## config.mk

```make
export PLATFORM = sky130hd
export DESIGN_NAME = stopwatch_lap_ctrl
export DESIGN_NICKNAME = d
export VERILOG_FILES = /design/src/rtl/stopwatch_lap_ctrl.sv
export SDC_FILE = /design/constraint.sdc
export NUM_CORES = 1
export LEC_CHECK = 0
export CAP_MARGIN = 20
export CORE_ASPECT_RATIO = 0.9
export CORE_MARGIN = 2
export CORE_UTILIZATION = 40
export CTS_CLUSTER_SIZE = 25
export DETAILED_ROUTE_END_ITERATION = 16
export GPL_TIMING_DRIVEN = 0
export SETUP_SLACK_MARGIN = 0.1
export SLEW_MARGIN = 0
export SYNTH_ARGS = -nofsm -noshare
export SYNTH_HDL_FRONTEND = slang
export SYNTH_SLANG_ARGS = --single-unit
export TNS_END_PERCENT = 50
```

## constraint.sdc

```tcl
create_clock -name clk -period 6.12 [get_ports clk]
set_input_delay 1.224 -clock clk [delete_from_list [all_inputs] [get_ports clk]]
set_output_delay 1.224 -clock clk [all_outputs]
set_load 0.005 [all_outputs]
```

## src/rtl/stopwatch_lap_ctrl.sv

```systemverilog
// Stopwatch controller: button conditioning, IDLE/RUN/PAUSE control, tick timebase,
// saturating elapsed-time counter and a circular lap buffer read back newest-first.
module stopwatch_lap_ctrl #(
  parameter int CLK_DIV    = 100000,
  parameter int TIME_WIDTH = 24,
  parameter int LAP_DEPTH  = 4,
  parameter int DEB_CYCLES = 16
) (
  input  logic                           clk,
  input  logic                           rst_n,
  input  logic                           btn_start_stop,
  input  logic                           btn_lap,
  input  logic                           btn_clear,
  input  logic [$clog2(LAP_DEPTH)-1:0]   lap_rd_idx,
  output logic [TIME_WIDTH-1:0]          time_out,
  output logic                           running,
  output logic                           overflow,
  output logic [$clog2(LAP_DEPTH+1)-1:0] lap_count,
  output logic [TIME_WIDTH-1:0]          lap_rd_data,
  output logic                           lap_pulse
);

  localparam int IDX_W = $clog2(LAP_DEPTH);
  localparam int CNT_W = $clog2(LAP_DEPTH + 1);
  localparam int PRE_W = $clog2(CLK_DIV);
  localparam int DEB_W = $clog2(DEB_CYCLES + 1);

  localparam int B_START = 0;
  localparam int B_LAP   = 1;
  localparam int B_CLEAR = 2;

  typedef enum logic [1:0] {IDLE, RUN, PAUSE} state_t;

  logic [2:0]            rawBtn;
  logic [2:0]            sync1_q, sync2_q;
  logic [2:0]            deb_q, deb_d, debPrev_q;
  logic [2:0][DEB_W-1:0] debCnt_q, debCnt_d;
  logic [2:0]            rise;
  logic                  clrEv, ssEv, lapEv;

  state_t                state_q, state_d;
  logic                  lapStore;
  logic                  tickEn;

  logic [PRE_W-1:0]      presc_q, presc_d;
  logic [TIME_WIDTH-1:0] time_q, time_d;
  logic                  ovf_q, ovf_d;

  logic [IDX_W-1:0]      wrPtr_q, wrPtr_d;
  logic [CNT_W-1:0]      lapCnt_q, lapCnt_d;
  logic                  pulse_q;
  logic [TIME_WIDTH-1:0] mem_q [LAP_DEPTH];
  logic [TIME_WIDTH-1:0] rdData_q, rdData_d;
  logic [IDX_W-1:0]      rdAddr;
  int                    rdAddrInt;

  assign rawBtn = {btn_clear, btn_lap, btn_start_stop};

  always_ff @(posedge clk or negedge rst_n) begin
    if (!rst_n) begin
      sync1_q   <= '0;
      sync2_q   <= '0;
      deb_q     <= '0;
      debPrev_q <= '0;
      debCnt_q  <= '0;
    end else begin
      sync1_q   <= rawBtn;
      sync2_q   <= sync1_q;
      deb_q     <= deb_d;
      debPrev_q <= deb_q;
      debCnt_q  <= debCnt_d;
    end
  end

  // Any agreement between input and debounced level restarts the count.
  always_comb begin
    deb_d    = deb_q;
    debCnt_d = '0;
    for (int b = 0; b < 3; b++) begin
      if (sync2_q[b] != deb_q[b]) begin
        if (debCnt_q[b] == DEB_W'(DEB_CYCLES - 1)) begin
          deb_d[b] = sync2_q[b];
        end else begin
          debCnt_d[b] = debCnt_q[b] + 1'b1;
        end
      end
    end
  end

  assign rise  = deb_q & ~debPrev_q;
  assign clrEv = rise[B_CLEAR];
  assign ssEv  = rise[B_START] & ~rise[B_CLEAR];
  assign lapEv = rise[B_LAP] & ~rise[B_START] & ~rise[B_CLEAR];

  always_ff @(posedge clk or negedge rst_n) begin
    if (!rst_n) begin
      state_q <= IDLE;
    end else begin
      state_q <= state_d;
    end
  end

  always_comb begin
    state_d  = state_q;
    lapStore = 1'b0;
    if (clrEv) begin
      state_d = IDLE;
    end else if (ssEv) begin
      state_d = (state_q == RUN) ? PAUSE : RUN;
    end else if (lapEv && (state_q == RUN)) begin
      lapStore = 1'b1;
    end
  end

  // Prescaler only advances in RUN so a resume continues the partial tick.
  always_comb begin
    presc_d = presc_q;
    time_d  = time_q;
    ovf_d   = ovf_q;
    tickEn  = 1'b0;
    if (state_q == RUN) begin
      if (presc_q == PRE_W'(CLK_DIV - 1)) begin
        presc_d = '0;
        tickEn  = 1'b1;
      end else begin
        presc_d = presc_q + 1'b1;
      end
    end
    if (tickEn) begin
      if (&time_q) begin
        ovf_d = 1'b1;
      end else begin
        time_d = time_q + 1'b1;
      end
    end
    if (clrEv) begin
      presc_d = '0;
      time_d  = '0;
      ovf_d   = 1'b0;
    end
  end

  always_comb begin
    wrPtr_d  = wrPtr_q;
    lapCnt_d = lapCnt_q;
    if (lapStore) begin
      wrPtr_d = (wrPtr_q == IDX_W'(LAP_DEPTH - 1)) ? '0 : wrPtr_q + 1'b1;
      if (lapCnt_q != CNT_W'(LAP_DEPTH)) begin
        lapCnt_d = lapCnt_q + 1'b1;
      end
    end
    if (clrEv) begin
      wrPtr_d  = '0;
      lapCnt_d = '0;
    end
  end

  // Newest-first address; indices past the stored count read as zero.
  always_comb begin
    rdAddrInt = int'(wrPtr_q) - 1 - int'(lap_rd_idx);
    if (rdAddrInt < 0) begin
      rdAddrInt = rdAddrInt + LAP_DEPTH;
    end
    if (rdAddrInt < 0) begin
      rdAddrInt = rdAddrInt + LAP_DEPTH;
    end
    rdAddr   = IDX_W'(rdAddrInt);
    rdData_d = '0;
    if ((int'(lap_rd_idx) < int'(lapCnt_q)) && !clrEv) begin
      rdData_d = mem_q[rdAddr];
    end
  end

  always_ff @(posedge clk or negedge rst_n) begin
    if (!rst_n) begin
      presc_q  <= '0;
      time_q   <= '0;
      ovf_q    <= 1'b0;
      wrPtr_q  <= '0;
      lapCnt_q <= '0;
      pulse_q  <= 1'b0;
      rdData_q <= '0;
    end else begin
      presc_q  <= presc_d;
      time_q   <= time_d;
      ovf_q    <= ovf_d;
      wrPtr_q  <= wrPtr_d;
      lapCnt_q <= lapCnt_d;
      pulse_q  <= lapStore;
      rdData_q <= rdData_d;
    end
  end

  always_ff @(posedge clk) begin
    if (lapStore) begin
      mem_q[wrPtr_q] <= time_q;
    end
  end

  assign time_out    = time_q;
  assign running     = (state_q == RUN);
  assign overflow    = ovf_q;
  assign lap_count   = lapCnt_q;
  assign lap_rd_data = rdData_q;
  assign lap_pulse   = pulse_q;

endmodule

```

==> results of run 1 <==
==> critical path, stage by stage <==
cell             delay (ps)
clkdlybuf4s50_1         450
ha_1                    290
clkbuf_1                400
buf_1                   740
mux4_2                  600
nor2b_1                 150
==> cell type report <==
class                      count  area [µm²]  area share [%]
tap                          255         319            3.27
sequential                   197        5410            55.4
clock inverter                 9        97.6           0.999
buffer                        24         109            1.11
clock buffer                  23         468            4.79
inverter                       6        22.5           0.231
timing repair buffer          66         728            7.46
multi-input combinational    343        2610            26.7
==> registers in the layout (all words and copies together), names as in the netlist, 3 cells and up <==
register	flops
lap_rd_data	24
presc_q	17
debPrev_q	3
debCnt_q	15
sync2_q	3
time_out	24
sync1_q	3
deb_q	3
lap_count	3
mem_q	96
==> power by group through the flow <==
stage          clock, mW  sequential (mW)  combinational (mW)
6_report            1.07             1.40              0.0865
4_1_cts             1.10             1.40              0.0904
5_1_grt             1.16             1.40              0.0983
2_1_floorplan          0             1.43              0.0432
3_3_place_gp           0             1.43              0.0853
3_5_place_dp           0             1.43              0.0902
==> metrics by stage <==
stage	std cells	setup TNS [ps]	hold slack, ps	power [mW]	cell area (µm²)
final	923	0	354	2.56	9770
after global routing	923	0	361	2.66	9770
after CTS	922	0	354	2.59	9760
after detailed placement	890	0	338	1.52	9200
after global placement	885	-17380	336	1.51	9070
after floorplan	570	0	331	1.47	8150
==> cells by family (layout without fill, tap and decap cells) <==
family	after synthesis	in the layout	share of synthesized area (%)
multiplexers	31	31	7.53
adder cells (fa/ha/maj)	13	13	1.99
flip-flops	197	197	66.3
XOR/XNOR	13	13	1.40
AO/OA/AOI/OAI	92	92	7.56
AND/OR/NAND/NOR	194	194	13.5
buffers and inverters	30	128	1.61
==> cells in the final DEF (no fill, tap or decap), types with 3 or more instances in the layout <==
master,count
clkdlybuf4s50_1,59
clkbuf_1,17
mux4_2,24
nand2b_1,3
nand3_1,22
and3_1,6
nand4_1,16
nor2_1,24
inv_1,6
nor2b_1,27
xnor2_1,3
a21o_1,10
o21ai_0,34
o31ai_1,10
ha_1,13
or3_1,3
a21oi_1,9
nor3b_1,4
nand2_1,29
nor4_1,8
o22a_1,15
mux2i_1,4
mux2_2,3
nor3_1,21
edfxtp_1,96
clkinv_4,4
dfrtp_1,101
a22o_1,3
buf_16,4
xor2_1,10
a211oi_1,3
clkbuf_16,17
and2_1,11
buf_2,10
==> path summary, 6_finish.rpt <==
| check | from | end | slack [ps] | depth (start not counted) |
|---|---|---|---|---|
| worst min-delay path | sync1_q[1] | sync2_q[1] | 350 | 0 |
| max in group asynchronous | rst_n | debCnt_q[12] | 4570 | 2 |
| worst max-delay path | lap_rd_idx[0] | lap_rd_data[14] | 2540 | 6 |
| worst max register to register | wrPtr_q[0] | lap_rd_data[11] | 3320 | 6 |
| worst min register to register | sync1_q[1] | sync2_q[1] | 350 | 0 |
| min in group asynchronous | rst_n | lap_rd_data[23] | 820 | 1 |
==> routing by layer <==
layer,part of all wire (%),up-vias,track usage [%],wire length [µm]
met5,0,-,0,0
met4,0.86,0,4.43,148
met3,4.9,12,4.05,832
met2,49,136,27.5,8440
met1,45,2640,23.1,7720
li1,-,2340,-,-
==> flow_summary.json, run 1 <==
{
  "status": "finished clean",
  "hold_buffers": 0,
  "dr_total_vias": 5128,
  "cts.sinks": 197,
  "start_kind": "primary input",
  "yosysWarnings": 0,
  "synth_cells": 570,
  "min_period_ps": 3580,
  "drc_errors": 0,
  "path_clk_slew_ps": 70,
  "viasPerCell": 5.56,
  "clkLatencyLatePin_ps": 430,
  "hp-class": "flop to flop",
  "leakagePower_nw": 3.60,
  "p_comb_share_pct": 3.4,
  "synth_most_common_cell": "dfrtp_1",
  "synthTopCellsByCount": "101 x dfrtp_1, 96 x edfxtp_1, 34 x o21ai_0",
  "rsz0062_at_grt": "no",
  "routed_wl_um": 17100,
  "die_height_um": 139,
  "finalHoldViolations": 0,
  "final_layout_size_suffix_gt1_share_pct": 12.3,
  "core_um2": 20000,
  "post_cts_resized": 0,
  "worst_clock_skew_ps": 12.0,
  "power.internal_mw": 2.03,
  "p_sw_share_pct": 21.0,
  "num-fill-cells": 1708,
  "ys_seq_elements": 197,
  "cts_tree": "done",
  "worst_slack_ps": 2540,
  "yosysSeqAreaShare_pct": 66.3,
  "wire_per_inst_um": 18.6,
  "critPathKind": "primary input to flop",
  "ctsRootBufferMaster": "clkbuf_16",
  "final_nets": 675,
  "gp_congestion": 0.870,
  "cp.arrival_ps": 3860,
  "syn_area_per_cell_um2": 14.3,
  "end_kind": "flop",
  "synth-main-ff-cell": "dfrtp_1",
  "max-cap-violations": 0,
  "netlist_area_um2": 8150,
  "relSlewSlack_pct": 39.3,
  "critical_path.max_fanout": 10,
  "p_sw_mw": 0.537,
  "place_ws_ps": 1970,
  "chipWidth_um": 155,
  "final_util_pct": 48.9,
  "max-vdd-ir-drop_uv": 162,
  "post_cts_buffers": 0,
  "ioPinCount": 61,
  "yosys-top-cells-area": "edfxtp_1 35%, dfrtp_1 31%, mux4_2 6.6%",
  "grt_antenna_before_repair": 0,
  "yosys.area.top_type": "edfxtp_1",
  "syn_nets": 590,
  "syn_to_final_growth_pct": 19.8,
  "die_area_um2": 21500,
  "num_rows": 49,
  "cts_buffers": 17,
  "p_clk_share_pct": 41.9,
  "async_reset_ff_share_pct": 51.3,
  "fmax_mhz": 280,
  "place_hpwl_um": 11300,
  "portBuffers": 60,
  "grt_start_max_net_pins": 55,
  "num_antenna_cells": 0,
  "finalSetupViolations": 0,
  "clk_path_buf_depth": 2,
  "initial_core_util_pct": 40.8,
  "seqPwrFrac_pct": 54.7,
  "ant_nets": 0,
  "grt_usage_pct": 16.9,
  "yosys.area.top_type_share_pct": 35.4,
  "drtIter0Drc": 516,
  "gr-total-overflow": 0,
  "synth_edf_count": 96,
  "ys_types": 51,
  "grt_pass1_wl_um": 28300,
  "p_per_area_nw_per_um2": 262,
  "period_share_pct": 58.4,
  "htreeDepth": 4,
  "drt-pass1-iter-count": 5,
  "grt_pass1_vias": 5229,
  "worst_pin_slew_ps": 911,
  "finalMaxSlewViolations": 0,
  "required_ps": 6410
}
Note: power is estimated with default switching activity, not from simulation.
==> run 2, diff against run 1 <==
==> constraint.sdc (replaced) <==
create_clock -name clk -period 3 [get_ports clk]
set_input_delay 0.6 -clock clk [delete_from_list [all_inputs] [get_ports clk]]
set_output_delay 0.6 -clock clk [all_outputs]
set_load 0.005 [all_outputs]
==> flow_summary.json, run 2 (synthesis results as in run 1) <==
{
  "clkLatencyLatePin_ps": 430,
  "num_rows": 49,
  "rsz0062_at_grt": "yes",
  "relSlewSlack_pct": 42.2,
  "final_common_cell": "dfrtp_1",
  "place_ws_ps": -523,
  "final_nets": 675,
  "grt_start_max_net_pins": 55,
  "finalMaxSlewViolations": 0,
  "die_height_um": 139,
  "max-vdd-ir-drop_uv": 330,
  "grt_pass1_wl_um": 28300,
  "clk_path_buf_depth": 2,
  "cp.arrival_ps": 3010,
  "seqCellArea_um2": 5410,
  "dr_total_vias": 5152,
  "place_hpwl_um": 11300,
  "critPathKind": "primary input to flop",
  "post_cts_resized": 3,
  "gr-total-overflow": 0,
  "worst_clock_skew_ps": 12.8,
  "drt-pass1-iter-count": 5,
  "largest_register_ffs": 96,
  "timing.rr.end": "time_out[9]",
  "initial_core_util_pct": 40.8,
  "chipWidth_um": 155,
  "status": "finished clean",
  "core_um2": 20000,
  "required_ps": 3290,
  "path_clk_slew_ps": 80,
  "dpl_cell_area_um2": 9200,
  "gp_congestion": 0.870,
  "syn_to_final_growth_pct": 20.0,
  "grt_usage_pct": 16.9,
  "finalHoldViolations": 0,
  "num-fill-cells": 1713,
  "hp-class": "primary input to async pin",
  "final_layout_size_suffix_gt1_share_pct": 13.0,
  "worst_pin_slew_ps": 859,
  "whs_ps": 201,
  "cts_tree": "done",
  "cts.sinks": 197,
  "reg2reg_depth": 8,
  "portBuffers": 60,
  "layout_common_cells": "101 x dfrtp_1, 96 x edfxtp_1, 59 x clkdlybuf4s50_1, 34 x o21ai_0, 29 x nand2_1",
  "ioPinCount": 61,
  "fmax_mhz": 368,
  "stdcell_area_um2": 9790,
  "num_antenna_cells": 0,
  "leakagePower_nw": 3.75,
  "wire_per_inst_um": 18.6,
  "min_period_ps": 2720,
  "multi_input_area_um2": 2620,
  "max-cap-violations": 0,
  "drtIter0Drc": 557,
  "routed_wl_um": 17200,
  "grt_pass1_vias": 5223,
  "htreeDepth": 4,
  "timing.rr.start": "time_out[1]",
  "startpoint": "lap_rd_idx[0]",
  "drc_errors": 0,
  "post_cts_buffers": 0,
  "critical_path.max_fanout": 10,
  "ff2ff_setup_slack_ps": 310,
  "die_area_um2": 21500,
  "hold_buffers": 0,
  "finalSetupViolations": 0,
  "grt_antenna_before_repair": 0,
  "ant_nets": 0,
  "period_share_pct": 90.6,
  "worst_slack_ps": 281,
  "start_kind": "primary input",
  "viasPerCell": 5.58,
  "end_kind": "flop",
  "cp-endpoint": "lap_rd_data[14]",
  "ctsRootBufferMaster": "clkbuf_16",
  "largest-register": "mem_q",
  "cts_buffers": 17,
  "p_per_area_nw_per_um2": 538
}
run 2: power by group:
group	leakage, nW	internal, mW	switching, mW
Clock	0.269	1.20	0.991
Combinational	1.22	0.113	0.0963
Sequential	2.26	2.85	0.0187
run 2: worst min-delay path by stage:
stage	start	endpoint	slack, ps	cells after the start
after floorplan	rst_n	debCnt_q[0]	300	0
after global placement	sync1_q[2]	sync2_q[2]	340	0
after detailed placement	sync1_q[1]	sync2_q[1]	340	0
after CTS	rst_n	lap_rd_data[23]	230	1
after global routing	rst_n	lap_rd_data[4]	260	1
final	rst_n	lap_rd_data[23]	200	1
run 2: critical path: stages:
cell,delay (ps)
clkdlybuf4s50_1,450
ha_1,290
clkbuf_1,400
clkdlybuf4s15_2,550
mux4_2,560
nor2b_1,150
run 2: metal layers:
layer	vias to the layer above	GRT usage [%]	part of all wire (%)
met1	2644	23.2	45
met2	152	27.6	49
met4	0	4.34	1.0
met3	17	3.92	4.9
met5	-	0	0
li1	2339	-	-
run 2: through the flow:
step	total power [mW]	utilization [%]	cells	TNS (ps)
finish	5.27	49.0	923	0
detailed placement	3.14	46.0	890	-8840
floorplan	3.03	-	570	0
global placement	3.13	45.4	885	-284070
global route	5.47	49.0	923	0
CTS	5.33	48.9	922	0
run 2: layout make-up:
cell class	instances	area share, %
clock buffers	23	4.78
plain buffers	24	1.19
repair buffers	66	7.44
clock inverters	9	0.997
inverters	6	0.230
multi-input cells	343	26.8
flip-flops and latches	197	55.3
well taps	255	3.26
